## src/rtl/display_scroller_if.sv

```systemverilog
// -----------------------------------------------------------------------------
// display_scroller_if
//   Message-load channel between the application logic (producer) and
//   display_scroller (consumer).
//
//   Signals:
//     load_valid : producer has a code on load_code this cycle
//     load_ready : consumer accepts a code this cycle
//     load_code  : 4-bit display code to append to the message
//     load_last  : marks load_code as the final code of the message
//
//   Handshake: a code transfers on a rising clock edge where load_valid and
//   load_ready are both high. load_code and load_last are only meaningful
//   while load_valid is high. The producer holds load_valid, load_code and
//   load_last stable until the transfer happens. load_ready may be high
//   without load_valid and never depends combinationally on load_valid.
//
//   Modports:
//     master : the producer (drives valid/code/last, observes ready)
//     slave  : display_scroller (observes valid/code/last, drives ready)
// -----------------------------------------------------------------------------
interface display_scroller_if;
    logic       load_valid;
    logic       load_ready;
    logic [3:0] load_code;
    logic       load_last;

    modport master (
        output load_valid,
        output load_code,
        output load_last,
        input  load_ready
    );

    modport slave (
        input  load_valid,
        input  load_code,
        input  load_last,
        output load_ready
    );
endinterface

```

## src/rtl/display_scroller.sv

```systemverilog
// -----------------------------------------------------------------------------
// display_scroller
//   Holds a short message of 4-bit display codes and scrolls it right-to-left
//   across a four-digit seven-segment multiplexer at a programmable step rate,
//   once or continuously.
//
//   Ports:
//     clock      : system clock, rising edge
//     reset      : asynchronous active-low reset
//     clear      : synchronous flush, empties the buffer and returns to IDLE
//     ld         : message-load channel (valid/ready, see display_scroller_if)
//     start      : begin scrolling (honoured in READY only)
//     pause      : freeze step prescaler and scroll position while high
//     loop_en    : 1 = restart after the last step, 0 = one-shot
//     fourth     : leftmost digit code
//     third      : digit code
//     second     : digit code
//     first      : rightmost digit code
//     busy       : high while scrolling
//     done       : one-cycle pulse when a one-shot scroll completes
//     dbg_state  : current FSM state (IDLE=0, READY=1, SCROLL=2)
// -----------------------------------------------------------------------------
module display_scroller #(
    parameter int         MSG_LEN  = 8,
    parameter int         TICK_DIV = 25000000,
    parameter logic [3:0] PAD      = 4'd15
) (
    input  logic               clock,
    input  logic               reset,
    input  logic               clear,
    display_scroller_if.slave  ld,
    input  logic               start,
    input  logic               pause,
    input  logic               loop_en,
    output logic [3:0]         fourth,
    output logic [3:0]         third,
    output logic [3:0]         second,
    output logic [3:0]         first,
    output logic               busy,
    output logic               done,
    output logic [1:0]         dbg_state
);

    localparam int IW = (MSG_LEN > 1) ? $clog2(MSG_LEN) : 1;       // write pointer
    localparam int LW = $clog2(MSG_LEN + 1);                       // message length
    localparam int PW = $clog2(MSG_LEN + 3);                       // holds MSG_LEN+2
    localparam int CW = (TICK_DIV > 1) ? $clog2(TICK_DIV) : 1;     // prescaler

    typedef enum logic [1:0] {
        IDLE   = 2'd0,
        READY  = 2'd1,
        SCROLL = 2'd2
    } state_t;

    state_t         state_q, state_nx;
    logic [IW-1:0]  wr_ptr_q, wr_ptr_nx;
    logic [LW-1:0]  len_q, len_nx;
    logic [PW-1:0]  pos_q, pos_nx;
    logic [CW-1:0]  pre_q, pre_nx;
    logic           done_q, done_nx;
    logic           wr_en;
    logic [3:0]     buf_mem [MSG_LEN];
    logic [3:0]     digit_q [4];
    logic [3:0]     digit_nx [4];

    // ---------------------------------------------------------------------
    // Next-state logic. Priority: clear, then pause, then step/start.
    // ---------------------------------------------------------------------
    always_comb begin
        state_nx  = state_q;
        wr_ptr_nx = wr_ptr_q;
        len_nx    = len_q;
        pos_nx    = pos_q;
        pre_nx    = pre_q;
        done_nx   = 1'b0;
        wr_en     = 1'b0;

        if (clear) begin
            state_nx  = IDLE;
            wr_ptr_nx = '0;
            len_nx    = '0;
            pos_nx    = '0;
            pre_nx    = '0;
        end else begin
            case (state_q)
                IDLE: begin
                    if (ld.load_valid) begin
                        wr_en = 1'b1;
                        // Filling the last entry closes the message even without
                        // load_last, so the buffer can never be overrun.
                        if (ld.load_last || (wr_ptr_q == IW'(MSG_LEN - 1))) begin
                            state_nx = READY;
                            len_nx   = LW'(wr_ptr_q) + LW'(1);
                        end else begin
                            wr_ptr_nx = wr_ptr_q + IW'(1);
                        end
                    end
                end
                READY: begin
                    if (start && !pause) begin
                        state_nx = SCROLL;
                        pos_nx   = '0;
                        pre_nx   = '0;
                    end
                end
                SCROLL: begin
                    if (!pause) begin
                        if (pre_q == CW'(TICK_DIV - 1)) begin
                            pre_nx = '0;
                            if (int'(pos_q) < int'(len_q) + 2) begin
                                pos_nx = pos_q + PW'(1);
                            end else if (loop_en) begin
                                pos_nx = '0;
                            end else begin
                                state_nx = READY;
                                pos_nx   = '0;
                                done_nx  = 1'b1;
                            end
                        end else begin
                            pre_nx = pre_q + CW'(1);
                        end
                    end
                end
                default: begin
                    state_nx = IDLE;
                end
            endcase
        end
    end

    // ---------------------------------------------------------------------
    // Digit k (0 = fourth .. 3 = first) shows buf[pos-3+k]. The index is
    // formed as pos+k and compared against 3 so that positions left of the
    // message decode as PAD instead of wrapping around the buffer.
    // Digits are computed from the next state so the registered outputs
    // change on the same edge as state/pos.
    // ---------------------------------------------------------------------
    always_comb begin
        for (int k = 0; k < 4; k++) begin
            digit_nx[k] = PAD;
            if ((state_nx == SCROLL) &&
                (int'(pos_nx) + k >= 3) &&
                (int'(pos_nx) + k - 3 < int'(len_q))) begin
                digit_nx[k] = buf_mem[IW'(int'(pos_nx) + k - 3)];
            end
        end
    end

    always_ff @(posedge clock or negedge reset) begin
        if (!reset) begin
            state_q  <= IDLE;
            wr_ptr_q <= '0;
            len_q    <= '0;
            pos_q    <= '0;
            pre_q    <= '0;
            done_q   <= 1'b0;
            for (int k = 0; k < 4; k++) begin
                digit_q[k] <= PAD;
            end
        end else begin
            state_q  <= state_nx;
            wr_ptr_q <= wr_ptr_nx;
            len_q    <= len_nx;
            pos_q    <= pos_nx;
            pre_q    <= pre_nx;
            done_q   <= done_nx;
            for (int k = 0; k < 4; k++) begin
                digit_q[k] <= digit_nx[k];
            end
        end
    end

    // Message storage needs no reset: entries are only read below len_q,
    // and len_q is zero until the entries have been written.
    always_ff @(posedge clock) begin
        if (wr_en) begin
            buf_mem[wr_ptr_q] <= ld.load_code;
        end
    end

    assign ld.load_ready = (state_q == IDLE);
    assign busy          = (state_q == SCROLL);
    assign done          = done_q;
    assign dbg_state     = state_q;
    assign fourth        = digit_q[0];
    assign third         = digit_q[1];
    assign second        = digit_q[2];
    assign first         = digit_q[3];

endmodule

```

## src/flat_wrapper.sv

```systemverilog
// flat-port wrapper written by rule: the top's interface ports become plain ports
module display_scroller_flat 
#(
    parameter int         MSG_LEN  = 8,
    parameter int         TICK_DIV = 25000000,
    parameter logic [3:0] PAD      = 4'd15
)
  (clock, reset, clear, start, pause, loop_en, fourth, third, second, first, busy, done, dbg_state, ld_load_valid, ld_load_code, ld_load_last, ld_load_ready);
  display_scroller_if ld_i ();
  input  logic clock;
  input  logic reset;
  input  logic clear;
  input  logic start;
  input  logic pause;
  input  logic loop_en;
  output logic [3:0] fourth;
  output logic [3:0] third;
  output logic [3:0] second;
  output logic [3:0] first;
  output logic busy;
  output logic done;
  output logic [1:0] dbg_state;
  input wire logic [$bits(ld_i.load_valid)-1:0] ld_load_valid;
  input wire logic [$bits(ld_i.load_code)-1:0] ld_load_code;
  input wire logic [$bits(ld_i.load_last)-1:0] ld_load_last;
  output wire logic [$bits(ld_i.load_ready)-1:0] ld_load_ready;
  assign ld_i.load_valid = ld_load_valid;
  assign ld_i.load_code = ld_load_code;
  assign ld_i.load_last = ld_load_last;
  assign ld_load_ready = ld_i.load_ready;
  display_scroller #(.MSG_LEN(MSG_LEN), .TICK_DIV(TICK_DIV), .PAD(PAD)) u_core (.clock(clock), .reset(reset), .clear(clear), .ld(ld_i), .start(start), .pause(pause), .loop_en(loop_en), .fourth(fourth), .third(third), .second(second), .first(first), .busy(busy), .done(done), .dbg_state(dbg_state));
endmodule
```

## config.mk

```make
export PLATFORM = sky130hd
export DESIGN_NAME = display_scroller_flat
export DESIGN_NICKNAME = d
export VERILOG_FILES = /design/src/rtl/display_scroller_if.sv /design/src/rtl/display_scroller.sv /design/src/flat_wrapper.sv
export SDC_FILE = /design/constraint.sdc
export NUM_CORES = 1
export LEC_CHECK = 0
export BUFFER_PORTS_ARGS = -buffer_cell sky130_fd_sc_hd__buf_2
export CORE_ASPECT_RATIO = 0.8
export CORE_UTILIZATION = 59
export CTS_CLUSTER_DIAMETER = 100
export DETAILED_ROUTE_END_ITERATION = 16
export PLACE_DENSITY = 0.88
export SYNTH_ARGS = -nofsm -noshare
export SYNTH_HDL_FRONTEND = slang
export SYNTH_SLANG_ARGS = --single-unit
```

## constraint.sdc

```tcl
create_clock -name clock -period 15.6 [get_ports clock]
set_input_delay 0 -clock clock [delete_from_list [all_inputs] [get_ports clock]]
set_output_delay 0 -clock clock [all_outputs]
set_load 0.01 [all_outputs]
```

After elaboration in Yosys (flattened, before gate mapping)
Memory sizes are Yosys's and may differ from the RTL's.
Index checks and enable logic that the tools add are counted.

cells by class
  multiplexer cells = 43
  $add $sub $neg = 12
  reductions and logical operators = 19
  order comparisons = 9
  eq/ne operators = 8

operator list
  operator                                                            number
  less-than comparator 32 x 5 -> 1 bit                                4
  two-way mux 25 bit                                                  4
  greater-or-equal comparator 32 x 3 -> 1 bit, second input constant  3
  subtractor 32 x 3 -> 32 bit, second input constant                  3
  two-way mux 4 bit                                                   13
  one-hot mux 25 bit (2 select lines)                                 1
  less-than comparator 5 x 32 -> 1 bit                                1
  adder 25 x 1 -> 25 bit, second input constant                       1
  equality test 25 bit, second input constant                         1
  two-way mux 2 bit                                                   8
  adder 4 x 2 -> 5 bit, second input constant                         3
  two-way mux 3 bit                                                   4
  two-way mux 1 bit                                                   11
  logical AND 1 bit                                                   9
  AND reduction 3 bit                                                 3
  one-hot mux 4 bit (2 select lines)                                  1
  one-hot mux 2 bit (3 select lines)                                  1
  nonzero test 2 bit                                                  3
  adder 4 x 1 -> 5 bit, second input constant                         1
  subtractor 4 x 2 -> 5 bit, second input constant                    1
  adder 3 x 1 -> 4 bit, second input constant                         1
  adder 4 x 1 -> 4 bit, second input constant                         1
  equality test 2 bit, second input constant                          2
  greater-or-equal comparator 4 x 2 -> 1 bit, second input constant   1
  10 further kinds                                                    10

word-level totals
  flip-flop bits (word level) = 55
  word-level logic and storage cells = 102
  memories = 1
  RAM bits = 32
  input port bits = 12

memories
  name            depth  bits a word  rd ports  clocked after memory_dff  write ports  line                    text
  u_core.buf_mem  8      4            4         0                         1            display_scroller.sv:62  logic [3:0] buf_mem [MSG_LEN];

Longest topological paths before layout
Gate-level depths: netlist of run 1.

  depth after elaboration = 12
  depth in mapped cells = 22
  gate-level depth less buffers = 21

Worst setup path after synthesis of run 1
OpenSTA, ideal clock, no wires.

  path kind = reg-to-reg
  start point = register u_core.len_q[1]
  end point = register u_core.digit_q, in the netlist u_core.second[0]
  cell stages (with the launch flop) = 21
  library setup time = 0.077 ns
  slack = 10.230 ns
  arrival = 5.293 ns
  period minus slack after synthesis = 5.370 ns
  cell sequence = dfrtp_1 > ha_1 > inv_1 > ha_1 > a21o_1 > a31oi_1 > o21ai_0 > a311o_2 > or2_1 > buf_6 > ha_1 > clkbuf_1 > xnor2_1 > clkbuf_1 > ha_1 > a21o_1 > a2111oi_0 > nand2_1 > a2111oi_0 > a21o_2 > nand2_1

RTL lines
  element                        line                     text
  start, declared                display_scroller.sv:57   logic [LW-1:0] len_q, len_nx;
  start signal, assigned         display_scroller.sv:163  len_q <= len_nx;
  end signal, assigned by index  display_scroller.sv:168  digit_q[k] <= digit_nx[k];
  end, declared                  display_scroller.sv:63   logic [3:0] digit_q [4];

==> run metrics, run 1 <==
clk sink count 87; Cell Area, Synth 5660 um2; Initial Utilization 61.6%; GRT Total Usage 29.2%; PostCTS Resize Cnt 0; first-pass GRT wire length 22.3 mm; gr ovfl total 0; footprint of the multi-input gates 3140 um2; Slew Limit Headroom 14.4%; flops & latches, synth 87; Crit path max-delay family compound AO/OA/AOI/OAI gates; starting DRC count in detailed routing 508; EDFF count, synth 32; failing checks DRC; drt wl/cell 20.5 um; peak supply drop 0.0637 mV; H-tree Lvls 3; status finished with violations; most numerous cell in the Yosys netlist nand2_1; top cells by area, synth dfrtp_1, edfxtp_1, ha_1, dfstp_2, mux2i_1; pre-CTS WS 9.84 ns; Synth cell types 73; Seq/Total Area, Yosys 41.6%; via count 4,662; crit-path cells ha_1 -> inv_1 -> ha_1 -> a21o_1 -> a31oi_1 -> o211a_1 -> nand3_1 -> a21oi_1 -> buf_4 -> inv_1 -> ha_1 -> xnor2_2 -> ha_1 -> a21o_1 -> a2111oi_0 -> nand2_1 -> a2111oi_0 -> a21o_2 -> nand2_1; die height 89.6 um; final setup TNS 0 ns; asr flop ratio synth 63.2%; DR vias/cell 6.79; Worst Hold Endpoint u_core.dbg_state[1]; clock transition at the registers of the reported paths 0.07 ns; R2R Path Start u_core.len_q[1]; Fmax achieved 160 MHz; drt first pass iters 11; Int Pwr 361 uW; Filler Cell Count 626; Yosys top cell area share 17.2%; Worst Skew 0.0102 ns; Reg2Reg Depth 19; CTS root buf clkbuf_16; total power density per cell area 76.8 nW/um2; Post-CTS Setup Repair Bufs 0; antenna-violating nets left 0; IO buf count 32; hold path start loop_en; crit path kind reg2reg; static leakage 0.00252 uW; CP max-delay cell xnor2_2; Final HPWL DP 10.1 mm; unrepaired setup endpoints after global routing no; reg2reg end u_core.second[0]; reg2reg setup slack 9.37 ns; # IOs 33; Final WS setup 9.37 ns; storage element area 2360 um2; CP Capture Type flop; buffer depth of the longest clock path 2; WP data arrival 6.50 ns; Clk pwr share 44.4%; DRC Markers 4; max incr delay on CP 1.02 ns; nets 614; post-synth net total 575; crit start category flop; Psw 120 uW; Final setup viols 0; buffers plus inverters on the worst setup path 3; leading cell types by count after synthesis nand2_1, nor2_1, mux2i_1; vias in the first global route 4,368; fin. max-slew vios 0; sequential share of power 50.3%; WP depth 19; Site Rows 31; CP most frequent cell ha_1; Synth area leader dfrtp_1; combinational fraction of design power 5.3%; Tot Pwr 481 uW; Crit path required time 15.87 ns; Ant. Diodes 0; Die Span X 112 um; global placement routability congestion 0.920; share of cells above drive strength 1 17.1%; period utilization 40.0%; final WL 14.1 mm; Post-Layout Inst Area 6270 um2; CTS Buf Count 9; Area Overhead vs Synth 10.7%; Hold Violations, Final 0; Max-cap violations 0; placed inst area 5920 um2; Final min period 6.23 ns; largest net degree at the start of global routing 56; Gate Count Post-Synth 528; antenna violations before repair 0; Avg Synthesized Cell Area 10.7 um2; die area 9990 um2; hold crit path type in2reg; later-pin clock latency in the skew report 0.35 ns; Worst-Margin Slew 1.28 ns; CP max FO 17; Synth Warn # 0; Hold Path Depth 3; main flop type after synthesis dfrtp_1; sw frac 24.9%; core box area 9190 um2; CTS tree built
[worst max-delay path by stage]
stage,startpoint,to,slack [ns]
global route,u_core.pre_q[7],u_core.second[0],9.09
detailed placement,u_core.pre_q[7],u_core.second[0],9.84
finish,u_core.len_q[1],u_core.second[0],9.37
floorplan,u_core.len_q[1],u_core.second[0],10.23
CTS,u_core.len_q[1],u_core.second[0],9.52
global placement,u_core.pre_q[7],u_core.second[0],10.05
[layer usage]
metal	up-vias	GRT usage [%]	routed length [um]
met3	52	6.51	1390
li1	2075	-	-
met5	-	0	0
met4	0	14.4	457
met2	282	43.7	6110
met1	2253	40.8	6120
[kinds of logic after synthesis]
| group | count (synthesis) | synth area share, % |
|---|---|---|
| mux | 58 | 14.1 |
| compound gates | 105 | 12.7 |
| simple gates | 188 | 17.0 |
| buf+inv | 34 | 2.98 |
| fa+ha+maj | 35 | 7.73 |
| xor+xnor | 21 | 3.91 |
| flops | 87 | 41.6 |
[flip-flops by register name (all words and copies together), names as in the netlist]
name              flops
u_core.done           1
u_core.len_q          4
u_core.first          4
u_core.pre_q         25
u_core.second         4
u_core.wr_ptr_q       3
u_core.buf_mem       32
u_core.dbg_state      2
u_core.third          4
u_core.fourth         4
u_core.pos_q          4
[power by group through the flow]
stage / sequential, uW / clock (uW) / combinational (uW)
CTS: 242 / 214 / 25.3
floorplan: 246 / 0 / 13.2
global placement: 246 / 0 / 22.9
detailed placement: 246 / 0 / 23.9
global route: 242 / 222 / 28.4
finish: 242 / 213 / 25.7
[tightest hold or removal path, cell delays in order]
cell     delay [ns]
buf_2          0.10
nor4_1         0.08
o21ai_0        0.16
[area by class of cell]
| cell class | count | area share, % |
|---|---|---|
| inverter | 21 | 1.42 |
| timing repair buffer | 41 | 3.83 |
| clock inverter | 7 | 1.10 |
| multi-input combinational | 407 | 50.1 |
| sequential | 87 | 37.6 |
| clock buffer | 9 | 3.59 |
| tap | 115 | 2.30 |
[metrics by stage]
stage | hold slack [ns] | std cells | util [%]
floorplan | -0.296 | 528 | -
global placement | 0.162 | 666 | 64.4
detailed placement | 0.178 | 666 | 64.4
CTS | 0.0237 | 687 | 68.2
global route | 0.0371 | 687 | 68.2
finish | 0.0250 | 687 | 68.2
[repair_timing]
action / in CTS / in global routing
hold buffers: 5 / 0
hold endpoints to repair: 71 / 0
endpoints found under the setup margin: 0 / 0
[cell usage in the layout, fill, tap and decap left out, types with 16 or more instances in the layout]
master / netlist / final
ha_1: 35 / 35
a21oi_1: 20 / 20
inv_1: 19 / 19
nand3_1: 23 / 23
mux2i_1: 42 / 42
nor2_1: 46 / 46
dfstp_2: 16 / 16
edfxtp_1: 32 / 32
o21ai_0: 31 / 31
buf_2: 1 / 32
nand2_1: 47 / 47
dfrtp_1: 39 / 39
No activity file was read; power rests on OpenSTA's default activity.
==> run 2, diff against run 1 <==
ABC_AREA = 1   (was not set)
PLACE_DENSITY = 0.87   (was 0.88)
clock period = 6.3 ns   (was 15.6 ns; I/O delays follow)
==> run metrics, run 2 <==
largest net degree at the start of global routing 73; CP max-delay cell ha_1; buffer depth of the longest clock path 2; EDFF count, synth 32; Largest Register u_core.buf_mem; clk sink count 87; Yosys top cell area share 16.6%; antenna-violating nets left 0; unrepaired setup endpoints after global routing no; sw frac 34.0%; clock transition at the registers of the reported paths 0.07 ns; Post-CTS Hold Fix Bufs 7; drt wl/cell 15.3 um; gr ovfl total 0; crit path kind reg2reg; Cell Area, Synth 5890 um2; Worst-Margin Slew 0.810 ns; crit-path cells ha_1 -> inv_1 -> ha_1 -> a21oi_1 -> nand2_1 -> nand2_1 -> nand2_1 -> inv_1 -> nand3_2 -> o21ai_1 -> nand2_1 -> nand3_1 -> nand2_1 -> ha_1 -> inv_1 -> o21ai_1 -> xor2_1 -> ha_1 -> nand2_1 -> nand3_1 -> nor2_1 -> nand2_1 -> nand2_1 -> nand3_1; Die Span X 114 um; reg2reg setup slack 1.47 ns; period utilization 76.7%; max reg flops 32; most numerous cell in the Yosys netlist nand2_1; post-synth net total 832; Post-CTS Setup Repair Bufs 0; DR vias/cell 5.63; GR Util met3 6.41%; most common cell after layout, fill and taps aside nand2_1; Site Rows 32; placed inst area 6140 um2; total power density per cell area 234 nW/um2; met2 Use GR 46.0%; hold path start clear; Synth Warn # 0; sequential share of power 40.2%; vias in the first global route 4,995; die height 91.4 um; Filler Cell Count 809; PostCTS Resize Cnt 0; static leakage 0.00293 uW; R2R Path Start u_core.len_q[1]; Crit path required time 6.56 ns; Final setup viols 0; crit start category flop; flops & latches, synth 87; max incr delay on CP 0.87 ns; Hold Violations, Final 0; Fmax achieved 207 MHz; CP Capture Type flop; global placement routability congestion 0.945; Area Overhead vs Synth 10.4%; Post-Layout Inst Area 6500 um2; Synth area leader dfrtp_1; CTS tree built; Int Pwr 1010 uW; combinational fraction of design power 25.1%; reg2reg end u_core.third[3]; main flop type after synthesis dfrtp_1; layer with the highest usage met2; core box area 9690 um2; Ant. Diodes 0; Seq/Total Area, Yosys 40.0%; Final HPWL DP 11.2 mm; CTS Buf Count 9; CP max FO 25; final WL 14.7 mm; Synth cell types 47; CTS root buf clkbuf_16; final setup TNS 0 ns; via count 5,418; final hold slack 0.0155 ns; most frequent cells in the layout nand2_1, inv_1, nor2_1; share of cells above drive strength 1 11.4%; Final min period 4.83 ns; peak supply drop 0.226 mV; leading cell types by count after synthesis nand2_1, inv_1, nor2_1; IO buf count 32; Setup crit start u_core.len_q[1]; first-pass GRT wire length 24.6 mm; Avg Synthesized Cell Area 7.51 um2; drt first pass iters 6; antenna violations before repair 0; Gate Count Post-Synth 785; Reg2Reg Depth 24; fin. max-slew vios 0; Slew Limit Headroom 45.8%; asr flop ratio synth 63.2%; status complete, no violations; starting DRC count in detailed routing 682; WP data arrival 5.09 ns; die area 10,400 um2; GRT Total Usage 30.7%; Clk pwr share 34.7%; crit path capture u_core.third[3]; Max-cap violations 0; DRC Markers 0; CP most frequent cell nand2_1; Initial Utilization 60.8%; routing usage on met1 45.4%; # IOs 33; Psw 518 uW; Worst Skew 0.0115 ns; later-pin clock latency in the skew report 0.35 ns; nets 868; hold crit path type in2reg; top cells by area, synth dfrtp_1, edfxtp_1, nand2_1, ha_1, dfstp_2; H-tree Lvls 3; biggest regs u_core.buf_mem x32, u_core.pre_q x25
[run 2: cell types whose count changed after synthesis, sizes merged, moves of 8 or more]
cell | before | now
mux2i | 42 | 0
a22oi | 8 | 0
o21ai | 32 | 64
inv | 21 | 110
nand2 | 48 | 210
nand3 | 23 | 62
mux4 | 16 | 0
a21oi | 20 | 34
nor2 | 47 | 82
nand2b | 8 | 0
xnor2 | 11 | 3
[run 2: critical path: cells and delay by family, from the launching register on]
family                     cells  cell delay, ns
AOI/OAI and AO/OA              3            0.59
adders and majority gates      4            1.72
and+or+nand+nor               13            1.39
buffers and inverters          3            0.48
xor gates and xnor gates       1            0.18
DFF                            1            0.41
[run 2: cells by family (layout without fill, tap and decap cells)]
logic type,Yosys count,after routing,synth area share (%)
XOR/XNOR,9,9,1.47
flip-flops,87,87,40.0
adder cells (fa/ha/maj),35,35,7.43
AND/OR/NAND/NOR,396,396,29.8
buffers and inverters,127,168,8.73
AO/OA/AOI/OAI,131,131,12.6
[run 2: area by class of cell]
cell class,count,area [um2],area share (%)
well taps,136,170,2.62
repair buffers,40,238,3.65
clock inverters,7,73.8,1.13
clock buffers,9,225,3.46
inverters,112,420,6.46
flip-flops and latches,87,2360,36.2
multi-input cells,571,3020,46.4
[run 2: how the worst min path moves through the flow]
stage / end / cells after the start / slack, ns
after CTS: u_core.dbg_state[0] / 2 / 0.01
after floorplan: u_core.dbg_state[0] / 0 / -0.30
after global placement: u_core.pre_q[9] / 2 / 0.16
after global routing: u_core.dbg_state[0] / 2 / 0.03
final: u_core.dbg_state[0] / 2 / 0.02
after detailed placement: u_core.pre_q[10] / 2 / 0.18
[run 2: power by group through the flow]
stage	Clock, uW	Combinational, uW	Sequential, uW
global route	553	433	614
CTS	536	374	612
detailed placement	0	368	623
floorplan	0	277	621
finish	529	383	612
global placement	0	356	622
[run 2: per-layer routing]
metal	wire length, um	share of wire, %
met1	6910	47
met2	6210	42
met3	1490	10
met4	121	0.82
met5	0	0
[run 2: metrics by stage]
| stage | instances | power, uW | setup slack (ns) | utilization (%) |
|---|---|---|---|---|
| 3_3_place_gp | 939 | 978 | 1.73 | 63.3 |
| 4_1_cts | 962 | 1520 | 1.54 | 67.1 |
| 5_1_grt | 962 | 1600 | 0.978 | 67.1 |
| 3_5_place_dp | 939 | 991 | 1.55 | 63.3 |
| 6_report | 962 | 1520 | 1.47 | 67.1 |
| 2_1_floorplan | 785 | 897 | 2.50 | - |
==> run 3, diff against run 2 <==
clock period = 4.8 ns   (was 6.3 ns; I/O delays follow)
==> run metrics, run 3 (synthesis results as in run 2) <==
status complete, no violations; nets 874; DR vias/cell 5.61; Hold Violations, Final 0; max reg flops 32; Largest Register u_core.buf_mem; via count 5,434; Fmax achieved 237 MHz; most common cell after layout, fill and taps aside nand2_1; Worst-Margin Slew 0.667 ns; starting DRC count in detailed routing 607; largest net degree at the start of global routing 71; crit start category flop; CTS tree built; static leakage 0.00296 uW; unrepaired setup endpoints after global routing no; final setup TNS 0 ns; Initial Utilization 60.8%; die height 91.4 um; Final setup viols 0; clk sink count 87; H-tree Lvls 3; peak supply drop 0.254 mV; CP max FO 11; antenna-violating nets left 0; IO buf count 32; CP max-delay cell a2111oi_0; CTS root buf clkbuf_16; first-pass GRT wire length 23.7 mm; hold crit path type in2reg; final WL 14.6 mm; Reg2Reg Depth 27; # IOs 33; global placement routability congestion 0.959; Area Overhead vs Synth 11.0%; max incr delay on CP 0.42 ns; Ant. Diodes 0; total power density per cell area 306 nW/um2; Post-Layout Inst Area 6540 um2; Final HPWL DP 11.0 mm; antenna violations before repair 0; period utilization 88.0%; Final min period 4.23 ns; Post-CTS Setup Repair Bufs 0; share of cells above drive strength 1 12.0%; Worst Skew 0.00989 ns; drt first pass iters 6; biggest regs u_core.buf_mem x32, u_core.pre_q x25; buffer depth of the longest clock path 2; fin. max-slew vios 0; CP Capture Type flop; most frequent cells in the layout nand2_1, inv_1, nor2_1; vias in the first global route 4,837; GRT Total Usage 29.6%; core box area 9690 um2; WP data arrival 4.49 ns; CTS Buf Count 9; Hold Path Depth 2; later-pin clock latency in the skew report 0.36 ns; Max-cap violations 0; Die Span X 114 um; drt wl/cell 15.1 um; Crit path required time 5.06 ns; clock transition at the registers of the reported paths 0.07 ns; Site Rows 32; crit path kind reg2reg; Slew Limit Headroom 55.5%; DRC Markers 0; CP most frequent cell nand2_1; placed inst area 6180 um2; die area 10,400 um2; gr ovfl total 0
[run 3: where the power goes]
group | internal, uW | switching, uW | leakage [uW]
combinational | 170 | 339 | 0.00181
clock | 366 | 322 | 0.000145
sequential | 789 | 14.9 | 0.000997
total | 1320 | 676 | 0.00296
[run 3: metal layers]
metal | wire (um) | global-route usage (%) | vias up
met5 | 0 | 0 | -
met4 | 192 | 7.79 | 0
met3 | 1530 | 8.61 | 28
met2 | 6360 | 43.1 | 230
met1 | 6540 | 42.7 | 2507
li1 | - | - | 2669
[run 3: timing repair]
action,in CTS,in global routing
resized for setup,0,0
endpoints found under the hold margin,73,0
hold buffers,7,0
[run 3: layout make-up]
cell class / instances / area [um2]
fillers: 794 / 3150
multi-input cells: 571 / 3020
flip-flops and latches: 87 / 2360
inverters: 112 / 420
repair buffers: 46 / 283
clock buffers: 9 / 225
well taps: 136 / 170
clock inverters: 7 / 66.3
[run 3: worst paths after layout]
| check | to | from | slack, ns |
|---|---|---|---|
| setup / recovery | u_core.first[2] | u_core.len_q[1] | 0.57 |
| hold / removal | u_core.dbg_state[0] | clear | 0.01 |
| setup reg to reg | u_core.first[2] | u_core.len_q[1] | 0.57 |
| hold reg to reg | u_core.pre_q[19] | u_core.pre_q[19] | 0.53 |
| max in group asynchronous | u_core.pos_q[1] | reset | 4.06 |
| min in group asynchronous | u_core.pre_q[11] | reset | 0.31 |
[run 3: per-stage QoR]
step	setup slack, ns	utilization (%)	hold WS [ns]	power, uW	cells
2_1_floorplan	1.00	-	-0.296	1180	785
3_3_place_gp	0.909	63.8	0.154	1290	945
3_5_place_dp	0.731	63.8	0.170	1310	945
4_1_cts	0.657	67.5	0.00161	2000	968
5_1_grt	0.232	67.5	0.0259	2090	968
6_report	0.574	67.5	0.0115	2000	968
[run 3: critical path: cells and delay by family, from the launching register on]
kind,cells,cell delay [ns]
compound gates,2,0.52
fa+ha+maj,4,1.23
buf+inv,6,0.60
flops,1,0.41
simple gates,15,1.37
